### config.mk
export PLATFORM = sky130hd
export DESIGN_NAME = sample_rate_gen
export DESIGN_NICKNAME = d
export VERILOG_FILES = /design/src/rtl/sample_rate_gen.sv
export SDC_FILE = /design/constraint.sdc
export NUM_CORES = 1
export LEC_CHECK = 0
export ABC_AREA = 0
export CORE_UTILIZATION = 54
export CTS_CLUSTER_SIZE = 30
export DETAILED_ROUTE_END_ITERATION = 6
export HOLD_SLACK_MARGIN = 0.06
export PLACE_DENSITY_LB_ADDON = 0.3
export SYNTH_ARGS = -nofsm -noshare
export SYNTH_HDL_FRONTEND = slang
export SYNTH_SLANG_ARGS = --single-unit
### constraint.sdc
create_clock -name clk -period 2.7 [get_ports clk]
set_input_delay 0.54 -clock clk [delete_from_list [all_inputs] [get_ports clk]]
set_output_delay 0.54 -clock clk [all_outputs]
set_load 0.02 [all_outputs]
### src/rtl/sample_rate_gen.sv
// sample_rate_gen: generates the one-cycle startsamplenow strobe that paces flash
// sample reads. The period is a runtime clock divisor. Synchronised keyboard speed
// commands step the divisor, and a new divisor takes effect only on a period boundary.
//
// Ports:
//   clk, rst_n      system clock, asynchronous active-low reset
//   enable          1 = generate strobes, 0 = hold the counter idle
//   speed_up_in     raw key level; a rising edge shrinks the divisor
//   speed_down_in   raw key level; a rising edge grows the divisor
//   speed_rst_in    raw key level; a rising edge restores DEFAULT_DIV
//   startsamplenow  registered one-cycle strobe, one per active period
//   divisor         pending divisor (applied at the next boundary)
//   at_limit        1 when the pending divisor sits at DIV_MIN or DIV_MAX
//
// Build option: define SAMPLE_RATE_GEN_AUTOREPEAT_EN to auto-repeat held up/down keys
// every REPEAT_CYCLES cycles after the edge command.
module sample_rate_gen #(
    parameter int unsigned CNT_W         = 16,
    parameter int unsigned DEFAULT_DIV   = 2272,
    parameter int unsigned DIV_STEP      = 64,
    parameter int unsigned DIV_MIN       = 568,
    parameter int unsigned DIV_MAX       = 9088,
    parameter int unsigned REPEAT_CYCLES = 5000000
) (
    input  logic             clk,
    input  logic             rst_n,
    input  logic             enable,
    input  logic             speed_up_in,
    input  logic             speed_down_in,
    input  logic             speed_rst_in,
    output logic             startsamplenow,
    output logic [CNT_W-1:0] divisor,
    output logic             at_limit
);

    typedef enum logic {IDLE, RUN} state_t;

    localparam logic [CNT_W-1:0] DEF_D = CNT_W'(DEFAULT_DIV);
    localparam logic [CNT_W-1:0] MIN_D = CNT_W'(DIV_MIN);
    localparam logic [CNT_W-1:0] MAX_D = CNT_W'(DIV_MAX);
    localparam logic [CNT_W-1:0] ONE   = CNT_W'(1);
    localparam logic [CNT_W:0]   STP_X = (CNT_W+1)'(DIV_STEP);
    localparam logic [CNT_W:0]   MIN_X = (CNT_W+1)'(DIV_MIN);
    localparam logic [CNT_W:0]   MAX_X = (CNT_W+1)'(DIV_MAX);

    state_t           state_q, state_d;
    logic [CNT_W-1:0] cnt_q, cnt_d;
    logic [CNT_W-1:0] act_q, act_d;
    logic             strobe_d;
    logic [CNT_W-1:0] pend_d;
    logic             lim_d;
    logic [CNT_W:0]   dec, inc;

    // Key bits: [0] up, [1] down, [2] rst
    logic [2:0] s1_q, s2_q, prev_q;
    logic [2:0] edge_cmd;
    logic       cmd_up, cmd_dn, cmd_rst;
    logic       sel_up, sel_dn;

    assign edge_cmd = s2_q & ~prev_q;

`ifdef SAMPLE_RATE_GEN_AUTOREPEAT_EN
    localparam int RPT_W = (REPEAT_CYCLES > 1) ? $clog2(REPEAT_CYCLES) : 1;
    localparam logic [RPT_W-1:0] RPT_LAST = RPT_W'(REPEAT_CYCLES - 1);

    logic [RPT_W-1:0] rpt_q;
    logic             held, rpt_clr, rpt_fire;

    assign held     = s2_q[0] | s2_q[1];
    // Any edge command (including rst) restarts the repeat interval
    assign rpt_clr  = ~held | (|edge_cmd);
    assign rpt_fire = ~rpt_clr & (rpt_q == RPT_LAST);

    always_ff @(posedge clk or negedge rst_n) begin
        if (!rst_n) begin
            rpt_q <= '0;
        end else if (rpt_clr || rpt_fire) begin
            rpt_q <= '0;
        end else begin
            rpt_q <= rpt_q + 1'b1;
        end
    end

    assign cmd_up  = edge_cmd[0] | (rpt_fire & s2_q[0]);
    assign cmd_dn  = edge_cmd[1] | (rpt_fire & s2_q[1]);
    assign cmd_rst = edge_cmd[2];
`else
    assign cmd_up  = edge_cmd[0];
    assign cmd_dn  = edge_cmd[1];
    assign cmd_rst = edge_cmd[2];
`endif

    // rst beats up beats down; the losers are dropped
    assign sel_up = cmd_up & ~cmd_rst;
    assign sel_dn = cmd_dn & ~cmd_up & ~cmd_rst;

    always_comb begin
        pend_d = divisor;
        dec    = {1'b0, divisor} - STP_X;
        inc    = {1'b0, divisor} + STP_X;
        unique case (1'b1)
            cmd_rst: pend_d = DEF_D;
            sel_up: begin
                // The extra top bit catches underflow below zero
                if (dec[CNT_W] || dec < MIN_X) pend_d = MIN_D;
                else                           pend_d = dec[CNT_W-1:0];
            end
            sel_dn: begin
                if (inc > MAX_X) pend_d = MAX_D;
                else             pend_d = inc[CNT_W-1:0];
            end
            default: ;
        endcase
        lim_d = (pend_d == MIN_D) || (pend_d == MAX_D);
    end

    always_comb begin
        state_d  = state_q;
        cnt_d    = cnt_q;
        act_d    = act_q;
        strobe_d = 1'b0;
        unique case (state_q)
            IDLE: begin
                cnt_d = '0;
                if (enable) begin
                    state_d = RUN;
                    act_d   = divisor;
                end
            end
            RUN: begin
                if (!enable) begin
                    // Abandon the current period without a strobe
                    state_d = IDLE;
                    cnt_d   = '0;
                end else if (cnt_q == act_q - ONE) begin
                    cnt_d    = '0;
                    strobe_d = 1'b1;
                    act_d    = divisor;
                end else begin
                    cnt_d = cnt_q + ONE;
                end
            end
            default: state_d = IDLE;
        endcase
    end

    always_ff @(posedge clk or negedge rst_n) begin
        if (!rst_n) state_q <= IDLE;
        else        state_q <= state_d;
    end

    always_ff @(posedge clk or negedge rst_n) begin
        if (!rst_n) begin
            cnt_q          <= '0;
            act_q          <= DEF_D;
            divisor        <= DEF_D;
            startsamplenow <= 1'b0;
            at_limit       <= 1'b0;
            s1_q           <= '0;
            s2_q           <= '0;
            prev_q         <= '0;
        end else begin
            cnt_q          <= cnt_d;
            act_q          <= act_d;
            divisor        <= pend_d;
            startsamplenow <= strobe_d;
            at_limit       <= lim_d;
            s1_q           <= {speed_rst_in, speed_down_in, speed_up_in};
            s2_q           <= s1_q;
            prev_q         <= s2_q;
        end
    end

endmodule

==> results.md <==
* Clock tree sinks at 60
* Register-to-Register Setup Slack at -0.16 ns
* Hold Path Class: input pin to asynchronous set/reset pin
* Worst Path Max Fanout at 8
* Sequential fraction of the synthesis area at about two fifths
* Share of layout cells above drive strength 1 at about 35%
* Outcome: finished with violations
* GRT Util Overall at roughly 30%
* Clock Skew at 0.0132 ns
* Count leader, synth: dfrtp_1
* Share of the synthesized area in the top cell type at a little over a third
* Initial Util at between 50% and 60%
* Total detailed-routing wirelength at 11300 um
* # fillers at between 300 and 400
* Headroom to the max-slew limit at 62.7%
* Routed WL per cell at 20.5 um
* Post-route DRC at 2
* Setup CP Type: flop to flop
* Ant. Diodes at 0
* Grt ovf at 0
* Async SR Flop Fraction at 100%
* Final layout net count at 477
* Worst path arrival time at about 3.1 ns
* Setup-failing EPs final at 17
* Latest clock arrival within the worst-skew pair at between 0.3 and 0.4 ns
* Placer Congestion at between 1 and 1.5
* Vias in the first global route at between 3000 and 4000
* Vias at approximately 3600
* Path depth of the worst reg2reg path at 10
* Core area at approximately 6500 um^2
* Reg clk slew, reported paths at approximately 0.080 ns
* Final WS setup at -0.160 ns
* Ratio of final minimum period to clock period at 106%
* Worst Setup End Kind: flop
* Number of buffers created by CTS at 9
* Worst R2R End: act_q[3]
* Layout area overhead at 37.5%
* Cell taking the most area after synthesis: dfrtp_1
* Fin. Hold Viols at 0
* Predominant post-synthesis flop cell: dfrtp_1
* Die Height at about 84 um
* Global-route wire length before repair at approximately 16000 um
* Row cnt at 29
* Detailed-placement wirelength estimate at between 6000 and 7000 um
* Avg Cell Area, Syn at around 9.7 um^2
* Die width at about 84 um
* CTS Buffer Depth at 2
* Maximum VDD drop at 0.513 mV
* Worst Max-Slew Pin Slew at roughly 0.56 ns
* Synth unique cells at 70
* Startpoint types: flop
* Via density at between 6 and 7
* Design Power at ~3.6 mW
* # port buffers at 23
* CP startpoint: act_q[3]
* DIE AREA at 7110 um^2
* CTS tree: yes
* Yosys synthesis warning count at 0
* Yosys reg bits at 60
* Area contributors post-synth: dfrtp_1 (36%), dfstp_2 (5.7%), nor2_1 (5.0%), xor2_1 (5.0%), xnor2_1 (4.8%)
* Starting DRT DRC Count at 289
* Root buffer cell: clkbuf_8
* FF-to-FF Start: act_q[3]
* Post-synth EDFFs at 0
* Top Ports at 24
* Pre-antenna DRT Iters at 7
* Place WS at -0.0978 ns
* Syn nets at approximately 390
* Cts hold-fix bufs at 0
* F_max at between 0.3 and 0.4 GHz
* Cell count after synthesis at roughly 380
* Pwr per Cell Area at slightly above 700 nW/um^2
* Final min period at around 2.9 ns
* WP data required at 2.94 ns
* # Max-Cap Violations at 0
* Slew Viols, Final at 0
* Failing checks: DRC, setup timing
* Mapped Area at ~3700 um^2
* Pin count of the biggest net entering global routing at 23
* H-tree depth at 3
* Top post-synthesis cells by count: dfrtp_1 (52), nor2_1 (49), nand3_1 (21), xor2_1 (21), xnor2_1 (20)
* LEAKAGE at around 2.1 nW
* Initial antenna violation count at 1
* Unrepaired setup endpoints after global routing: yes
* Post-detailed-route count of antenna-violating nets at 0
## worst max-delay path by stage
| stage | end | cells after the start |
|---|---|---|
| global route | at_limit | 11 |
| CTS | at_limit | 10 |
| global placement | at_limit | 9 |
| detailed placement | at_limit | 9 |
| finish | act_q[3] | 10 |
| floorplan | at_limit | 11 |
## worst max-delay path: stages (launching register included)
cell	delay, ns
dfrtp_1	0.50
buf_4	0.19
xor2_1	0.20
xnor2_1	0.14
o211a_1	0.19
nand4_1	0.19
nor4b_4	0.33
o2111ai_4	0.20
a21boi_4	0.29
clkbuf_16	0.22
mux2_4	0.30
## logic make-up (layout without fill, tap and decap cells)
family	after synthesis	after routing	synth area share, %
compound gates	60	60	13.3
xor+xnor	41	41	9.81
fa+ha+maj	4	4	1.37
buf+inv	28	124	3.59
flops	60	60	41.3
mux	21	21	6.35
simple gates	162	162	24.3
## power by group
group	switching [mW]	internal, mW
registers	0.188	1.03
clock network	0.413	0.335
logic	0.841	0.813
total	1.44	2.18
## cell type report
class	count	area [um^2]	area share [%]
clock buffers	9	124	2.46
clock inverters	7	52.6	1.04
inverters	12	45.0	0.894
multi-input cells	288	2340	46.5
flip-flops and latches	60	1520	30.1
well taps	77	96.3	1.91
repair buffers	96	861	17.1
## cells in the final DEF (no fill, tap or decap), types with 6 or more instances in the layout
cell type        Yosys  final
nand2_1             14     13
xor2_1              21     21
clkdlybuf4s50_1      0     22
nand4_1             15     15
buf_4                2     64
xnor2_1             20     19
o21ai_0             12     10
a21oi_1              6      6
nand3_1             21     18
nor3_1              13     11
inv_1               12     10
nor2_1              49     45
dfstp_2              8      8
mux2_4               0     18
dfrtp_1             52     49
clkbuf_8             0      9
nand2b_1             7      6
## sequential cells by signal, summed over array words and instances, names as in the netlist
signal	count
divisor	16
cnt_q	16
s2_q	3
state_q	1
startsamplenow	1
s1_q	3
at_limit	1
prev_q	3
act_q	16
## per-layer routing
layer | global-route usage [%] | up-vias | share of wire [%] | routed length [um]
li1 | - | 1560 | - | -
met1 | 39.6 | 1718 | 41 | 4600
met2 | 45.8 | 220 | 46 | 5130
met3 | 8.06 | 60 | 9.0 | 1010
met4 | 11.7 | 2 | 4.4 | 497
met5 | 0 | - | 0.15 | 17
## through the flow
stage | area [um^2] | hold WS, ns | cells | TNS, ns | utilization [%]
CTS | 4730 | 0.174 | 542 | -0.0951 | 73.3
global placement | 4440 | 0.334 | 520 | -0.00756 | 68.8
floorplan | 3730 | 0.244 | 376 | -0.0419 | -
detailed placement | 4440 | 0.335 | 520 | -0.451 | 68.8
global route | 5040 | 0.203 | 549 | -3.86 | 78.0
finish | 5040 | 0.159 | 549 | -2.12 | 78.0
## timing repair
action / CTS / global route
endpoints found under the setup margin: 17 / 37
resized for setup: 14 / 49
setup buffers: 6 / 6
cloned: 0 / 2
pin swaps: 13 / 16
Power figures use the tool's default switching activity.
